==> src/rtl/sd_spi_arbiter_if.sv <==
// Bundle of the two requester-side SPI ports plus the SD card pins and the
// arbiter status outputs. The arbiter uses the slave view; whoever drives
// the requesters and the card model uses the master view.
interface sd_spi_arbiter_if;
    // Requester side, one bit per requester (0 = control MCU, 1 = guest core)
    logic [1:0] req;
    logic [1:0] gnt;
    logic [1:0] cs_n_in;
    logic [1:0] sck_in;
    logic [1:0] mosi_in;
    logic [1:0] miso_out;

    // SD card pins
    logic       sd_cs;
    logic       sd_sck;
    logic       sd_mosi;
    logic       sd_miso;

    // Status
    logic       owner;
    logic       busy;
    logic       timeout_pulse;

    modport slave (
        input  req,
        input  cs_n_in,
        input  sck_in,
        input  mosi_in,
        input  sd_miso,
        output gnt,
        output miso_out,
        output sd_cs,
        output sd_sck,
        output sd_mosi,
        output owner,
        output busy,
        output timeout_pulse
    );

    modport master (
        output req,
        output cs_n_in,
        output sck_in,
        output mosi_in,
        output sd_miso,
        input  gnt,
        input  miso_out,
        input  sd_cs,
        input  sd_sck,
        input  sd_mosi,
        input  owner,
        input  busy,
        input  timeout_pulse
    );
endinterface

==> src/rtl/sd_spi_arbiter.sv <==
// Two-requester arbiter for the single SD-card SPI port.
// Whole transactions are granted (req is a level held for the ownership),
// a CS-high guard gap separates owners, and a watchdog reclaims the bus
// from an owner whose SCK and CS stop moving.
module sd_spi_arbiter #(
    parameter int unsigned GUARD_CYCLES = 8,      // 1..255 idle cycles after release
    parameter int unsigned TIMEOUT      = 65535   // 0 disables the watchdog
) (
    input  logic            clk,
    input  logic            reset,
    sd_spi_arbiter_if.slave bus
);

    // Last guard count value before returning to IDLE.
    localparam logic [7:0]  GUARD_LAST = 8'(GUARD_CYCLES - 1);
    // Watchdog count value at which the next idle edge forces a release.
    localparam logic [15:0] WD_LAST    = 16'((TIMEOUT == 0) ? 0 : TIMEOUT - 1);
    localparam bit          WD_ENABLE  = (TIMEOUT != 0);

    typedef enum logic [1:0] {
        ST_IDLE  = 2'd0,
        ST_GRANT = 2'd1,
        ST_GUARD = 2'd2
    } state_e;

    state_e      state_q, state_d;
    logic [1:0]  gnt_q, gnt_d;
    logic        owner_q, owner_d;
    logic        last_q, last_d;          // requester granted most recently
    logic        tp_q, tp_d;
    logic [1:0]  blocked_q, blocked_d;    // set by a watchdog release, cleared by req low
    logic [7:0]  guard_q, guard_d;
    logic [15:0] wd_q, wd_d;
    logic [1:0]  sck_prev_q;              // pin values at the previous edge,
    logic [1:0]  cs_prev_q;               // used to detect owner activity

    logic [1:0]  eligible;
    logic        winner;
    logic        owner_active;
    logic        wd_expire;
    logic        in_grant;
    logic [1:0]  miso_mux;

    // State register: all arbiter state, synchronous reset.
    always_ff @(posedge clk) begin
        if (reset) begin
            state_q    <= ST_IDLE;
            gnt_q      <= 2'b00;
            owner_q    <= 1'b0;
            last_q     <= 1'b1;   // requester 0 wins the first tie
            tp_q       <= 1'b0;
            blocked_q  <= 2'b00;
            guard_q    <= 8'd0;
            wd_q       <= 16'd0;
            sck_prev_q <= 2'b00;
            cs_prev_q  <= 2'b11;
        end else begin
            state_q    <= state_d;
            gnt_q      <= gnt_d;
            owner_q    <= owner_d;
            last_q     <= last_d;
            tp_q       <= tp_d;
            blocked_q  <= blocked_d;
            guard_q    <= guard_d;
            wd_q       <= wd_d;
            sck_prev_q <= bus.sck_in;
            cs_prev_q  <= bus.cs_n_in;
        end
    end

    // Arbitration: round-robin between eligible requesters.
    always_comb begin
        eligible = bus.req & ~blocked_q;
        if (eligible == 2'b11) begin
            winner = ~last_q;
        end else begin
            winner = eligible[1];
        end
    end

    // Watchdog: any change on the owner's SCK or CS counts as activity.
    always_comb begin
        owner_active = (bus.sck_in[owner_q]  != sck_prev_q[owner_q]) ||
                       (bus.cs_n_in[owner_q] != cs_prev_q[owner_q]);
        wd_expire    = WD_ENABLE && !owner_active && (wd_q == WD_LAST);
    end

    // Next-state logic for IDLE -> GRANT -> GUARD -> IDLE.
    always_comb begin
        state_d   = state_q;
        gnt_d     = gnt_q;
        owner_d   = owner_q;
        last_d    = last_q;
        tp_d      = 1'b0;
        guard_d   = guard_q;
        wd_d      = wd_q;
        // A requester that lets go of req becomes eligible again.
        blocked_d = blocked_q & bus.req;

        unique case (state_q)
            ST_IDLE: begin
                guard_d = 8'd0;
                wd_d    = 16'd0;
                if (eligible != 2'b00) begin
                    state_d = ST_GRANT;
                    gnt_d   = winner ? 2'b10 : 2'b01;
                    owner_d = winner;
                    last_d  = winner;
                end
            end

            ST_GRANT: begin
                wd_d = owner_active ? 16'd0 : wd_q + 16'd1;
                // Expiry takes precedence over a release on the same edge,
                // so a stalled owner that happens to drop req is still blocked.
                if (wd_expire) begin
                    state_d            = ST_GUARD;
                    gnt_d              = 2'b00;
                    tp_d               = 1'b1;
                    blocked_d[owner_q] = 1'b1;
                    wd_d               = 16'd0;
                end else if (!bus.req[owner_q]) begin
                    state_d = ST_GUARD;
                    gnt_d   = 2'b00;
                    wd_d    = 16'd0;
                end
            end

            ST_GUARD: begin
                if (guard_q == GUARD_LAST) begin
                    state_d = ST_IDLE;
                    guard_d = 8'd0;
                end else begin
                    guard_d = guard_q + 8'd1;
                end
            end

            default: begin
                state_d = ST_IDLE;
                gnt_d   = 2'b00;
            end
        endcase
    end

    // Output logic: pin mux driven from registered state so SPI edges pass straight through.
    always_comb begin
        in_grant = (state_q == ST_GRANT);
        if (in_grant) begin
            bus.sd_cs   = bus.cs_n_in[owner_q];
            bus.sd_sck  = bus.sck_in[owner_q];
            bus.sd_mosi = bus.mosi_in[owner_q];
        end else begin
            bus.sd_cs   = 1'b1;
            bus.sd_sck  = 1'b0;
            bus.sd_mosi = 1'b1;
        end
    end

    // MISO return: only the owner sees the card, everyone else reads idle-high.
    for (genvar gi = 0; gi < 2; gi++) begin : g_miso
        assign miso_mux[gi] = (in_grant && (owner_q == 1'(gi))) ? bus.sd_miso : 1'b1;
    end

    assign bus.miso_out      = miso_mux;
    assign bus.gnt           = gnt_q;
    assign bus.owner         = owner_q;
    assign bus.busy          = (state_q != ST_IDLE);
    assign bus.timeout_pulse = tp_q;

endmodule

==> src/flat_wrapper.sv <==
// flat-port wrapper written by rule: the top's interface ports become plain ports
module sd_spi_arbiter_flat 
#(
    parameter int unsigned GUARD_CYCLES = 8,                                         
    parameter int unsigned TIMEOUT      = 65535                             
)
  (clk, reset, bus_req, bus_cs_n_in, bus_sck_in, bus_mosi_in, bus_sd_miso, bus_gnt, bus_miso_out, bus_sd_cs, bus_sd_sck, bus_sd_mosi, bus_owner, bus_busy, bus_timeout_pulse);
  sd_spi_arbiter_if bus_i ();
  input  logic clk;
  input  logic reset;
  input wire logic [$bits(bus_i.req)-1:0] bus_req;
  input wire logic [$bits(bus_i.cs_n_in)-1:0] bus_cs_n_in;
  input wire logic [$bits(bus_i.sck_in)-1:0] bus_sck_in;
  input wire logic [$bits(bus_i.mosi_in)-1:0] bus_mosi_in;
  input wire logic [$bits(bus_i.sd_miso)-1:0] bus_sd_miso;
  output wire logic [$bits(bus_i.gnt)-1:0] bus_gnt;
  output wire logic [$bits(bus_i.miso_out)-1:0] bus_miso_out;
  output wire logic [$bits(bus_i.sd_cs)-1:0] bus_sd_cs;
  output wire logic [$bits(bus_i.sd_sck)-1:0] bus_sd_sck;
  output wire logic [$bits(bus_i.sd_mosi)-1:0] bus_sd_mosi;
  output wire logic [$bits(bus_i.owner)-1:0] bus_owner;
  output wire logic [$bits(bus_i.busy)-1:0] bus_busy;
  output wire logic [$bits(bus_i.timeout_pulse)-1:0] bus_timeout_pulse;
  assign bus_i.req = bus_req;
  assign bus_i.cs_n_in = bus_cs_n_in;
  assign bus_i.sck_in = bus_sck_in;
  assign bus_i.mosi_in = bus_mosi_in;
  assign bus_i.sd_miso = bus_sd_miso;
  assign bus_gnt = bus_i.gnt;
  assign bus_miso_out = bus_i.miso_out;
  assign bus_sd_cs = bus_i.sd_cs;
  assign bus_sd_sck = bus_i.sd_sck;
  assign bus_sd_mosi = bus_i.sd_mosi;
  assign bus_owner = bus_i.owner;
  assign bus_busy = bus_i.busy;
  assign bus_timeout_pulse = bus_i.timeout_pulse;
  sd_spi_arbiter #(.GUARD_CYCLES(GUARD_CYCLES), .TIMEOUT(TIMEOUT)) u_core (.clk(clk), .reset(reset), .bus(bus_i));
endmodule
==> config.mk <==
export PLATFORM = sky130hd
export DESIGN_NAME = sd_spi_arbiter_flat
export DESIGN_NICKNAME = d
export VERILOG_FILES = /design/src/rtl/sd_spi_arbiter_if.sv /design/src/rtl/sd_spi_arbiter.sv /design/src/flat_wrapper.sv
export SDC_FILE = /design/constraint.sdc
export NUM_CORES = 1
export LEC_CHECK = 0
export ABC_AREA = 1
export CAP_MARGIN = 15
export CORE_MARGIN = 2
export CORE_UTILIZATION = 49
export CTS_CLUSTER_DIAMETER = 80
export CTS_CLUSTER_SIZE = 28
export DETAILED_ROUTE_END_ITERATION = 8
export PLACE_DENSITY = 0.76
export SETUP_SLACK_MARGIN = 0.3
export SLEW_MARGIN = 20
export SYNTH_ARGS = -nofsm -noshare
export SYNTH_HDL_FRONTEND = slang
export SYNTH_SLANG_ARGS = --single-unit
==> constraint.sdc <==
create_clock -name clk -period 3.45 [get_ports clk]
set_input_delay 0.69 -clock clk [delete_from_list [all_inputs] [get_ports clk]]
set_output_delay 0.69 -clock clk [all_outputs]
set_load 0.05 [all_outputs]
==> results of run 1 <==
[cell usage after synthesis (all sizes together)]
cell type	count	area [um^2]
nor4	1	6.260
a211oi	1	7.510
xnor2	5	43.79
nand2	84	325.3
nor3	7	35.03
o22ai	1	6.260
o21ai	11	66.32
dfxtp	37	740.7
ha	3	37.54
xor2	7	61.31
nand3	13	75.07
a21oi	17	85.08
clkbuf	2	7.510
inv	38	145.1
and3	2	12.51
a31o	1	8.760
nor2	36	239.0
o22a	1	8.760
or2	2	12.51
nand4	9	56.30
buf	4	46.29
clkinv	1	3.750
[routing by layer]
layer  GRT usage [%]  vias up  part of all wire (%)
met1           22.46      771                    49
met4           6.000        0                  0.57
li1                -      937                     -
met2           28.40       27                    46
met3           6.743        2                   4.6
met5               0        -                     0
[path summary, 6_finish.rpt]
check	end
hold reg to reg	u_core.guard_q[7]
setup reg to reg	u_core.wd_q[15]
hold / removal	u_core.guard_q[7]
setup / recovery	bus_sd_mosi
[state kept, by name (all words and copies together) (netlist names), 2 cells and up]
signal / flops
u_core.blocked_q: 2
u_core.bus.gnt: 2
u_core.wd_q: 16
u_core.guard_q: 8
u_core.sck_prev_q: 2
u_core.state_q: 2
u_core.cs_prev_q: 2
[kinds of logic after synthesis]
family          after synthesis  share of synthesized area (%)
simple gates                154                          37.52
fa+ha+maj                     3                          1.849
xor+xnor                     12                          5.176
buf+inv                      45                          9.981
flops                        37                          36.48
compound gates               32                          8.996
[worst register-to-register path, cell delays in order (launching register included)]
cell	delay, ns
dfxtp_1	0.56
inv_4	0.11
nor2_8	0.12
inv_2	0.07
nor2_2	0.15
nand2_1	0.11
o21ai_4	0.10
nand3_2	0.12
nand2_2	0.09
nand2_4	0.19
nor2_1	0.16
[cell type report]
cell class	count	area (um^2)	area share, %
clock buffers	6	72.57	3.105
multi-input cells	201	1087	46.52
inverters	39	148.9	6.370
clock inverters	2	10.01	0.4283
repair buffers	22	215.2	9.208
flip-flops and latches	37	740.7	31.69
well taps	50	62.56	2.677
[power groups by stage]
stage          clock network, mW  registers (mW)  logic [mW]
6_report                   0.293           0.459       0.187
5_1_grt                    0.313           0.461       0.204
4_1_cts                    0.302           0.459       0.189
3_5_place_dp                   0           0.469       0.188
3_3_place_gp                   0           0.468       0.187
2_1_floorplan                  0           0.469       0.141
==> key figures, run 1 <==
Run status
  – Status: finished, final reports clean

Power and ir drop
  – VDD IR max: 253.8 uV
  – Combinational share of power: 19.9%
  – Switch share: 31.50%
  – Power Internal: 0.6427 mW
  – Seq pwr share: 48.9%
  – Power share of the clock group: 31.2%
  – Total power: 0.9384 mW
  – Switch Pwr: 0.2956 mW
  – Leakage: 0.9079 nW
  – Pwr/cell area: 401.5 nW/um^2

Route
  – DRT Pass-1 Iters: 4
  – WL/cell: 10.39 um
  – Drt drc: 0
  – Number of DRC markers in iteration 0: 63
  – Total number of vias: 1,737
  – Routed vias/inst: 4.866
  – Post-route ant nets: 0
  – Final wirelength: 3.710 mm

STA
  – Final Hold Viols: 0
  – Setup tns final: 0 ns
  – PnR worst setup slack: 0.5148 ns
  – Slew Limit Headroom: 66.38%
  – Min Tclk post-route: 2.935 ns
  – Fin. max-slew vios: 0
  – RSZ-0062 raised after global routing: no
  – F_max: 0.3407 GHz
  – Fin crit share: 85.08%
  – Slew @ Worst Pin: 0.5027 ns
  – Setup Skew: 0.009999 ns
  – Final Setup Violations: 0
  – Hold WS: 0.4620 ns

Hold path
  – Hold WC Path Type: reg -> reg
  – Worst hold stages: 2
  – Worst hold start: u_core.guard_q[7]

Place
  – Placer's final routability congestion estimate: 0.8355
  – DP Area: 2255 um^2
  – Inst Count DP: 349
  – Hpwl dp: 2.751 mm
  – I/O Buffers: 20
  – Dpl ws: 0.5387 ns

Final layout
  – Most common cell after layout, fill and taps aside: nand2_1
  – Utilization after layout: 58.43%
  – Fin nets: 320
  – Final Instance Area: 2337 um^2
  – Commonest cells after routing, fill and taps aside: nand2_1 (82), dfxtp_1 (37), inv_1 (33), nor2_1 (22), clkdlybuf4s50_1 (20)
  – Number of fill cells: 384
  – Finished Layout Cells: 357
  – Number of diodes: 0
  – Area added between synthesis and finish: 15.10%
  – Share of cells above drive strength 1: 11.07%

Synth
  – Register bit count reported by yosys: 37
  – Yosys warns: 0
  – Gate Count Post-Synth: 283
  – Synth Cell Area: 2031 um^2
  – Syn nets: 297
  – Mean Syn Cell Area: 7.176 um^2
  – Yosys cell types: 34
  – Seq/Total Area, Yosys: 36.48%

Critical path
  – Reg2reg start: u_core.state_q[0]
  – CP startpoint kind: flip-flop
  – Crit. path cell count: 7
  – Slowest cell on the critical path: clkdlybuf4s50_1
  – Critical Path RT: 2.76 ns
  – Worst path max stage delay: 0.69 ns
  – Critical Path Fanout Max: 9
  – Worst Setup Path Type: reg -> out
  – Worst path top cell family by delay: buffers and inverters
  – FF-to-FF path depth: 10
  – R2R setup slack: 1.62 ns
  – Critical path, cell by cell: inv_4 -> nor2_8 -> inv_2 -> nor2_2 -> inv_1 -> o22a_1 -> clkdlybuf4s50_1
  – Crit path DAT: 2.25 ns
  – Worst Path Buf+Inv: 4
  – Worst Setup SP: u_core.state_q[0]
  – Crit end category: output port

Clock network
  – Clock sinks: 37
  – Setup bufs post-CTS: 0
  – Clock latency at the later pin of the worst-skew pair: 0.29 ns
  – CTS resizes: 0
  – CTS tree: yes
  – Clock slew at reported path FFs: 0.07 ns
  – Clk root buf: clkbuf_8
  – CTS Buf Count: 5
  – H-tree depth: 2
  – Hold_buf cts: 0
  – Clock Tree Buf Depth: 2

Global routing
  – First-pass GRT wire length: 6.258 mm
  – Total track usage: 17.97%
  – Antenna violations before repair: 0
  – Number of global-route vias before repair: 1,465
  – Largest net degree at the start of global routing: 17
  – GR Overflow Total: 0

Floorplanning
  – Top Ports: 21
  – DIE HEIGHT: 68.38 um
  – Die area: 4675 um^2
  – Die Span X: 68.38 um
  – Area of the core: 4000 um^2
  – Starting density of the core: 50.77%
  – Row count: 23

Flow run
  – Max-Cap Viols: 0
No activity file was read; power rests on OpenSTA's default activity.
==> inputs of run 2 (changes only) <==
Settings changed: HOLD_SLACK_MARGIN set to 0.12.
==> results of run 2 <==
Final layout, timing and power as in run 1 (identical DEF).
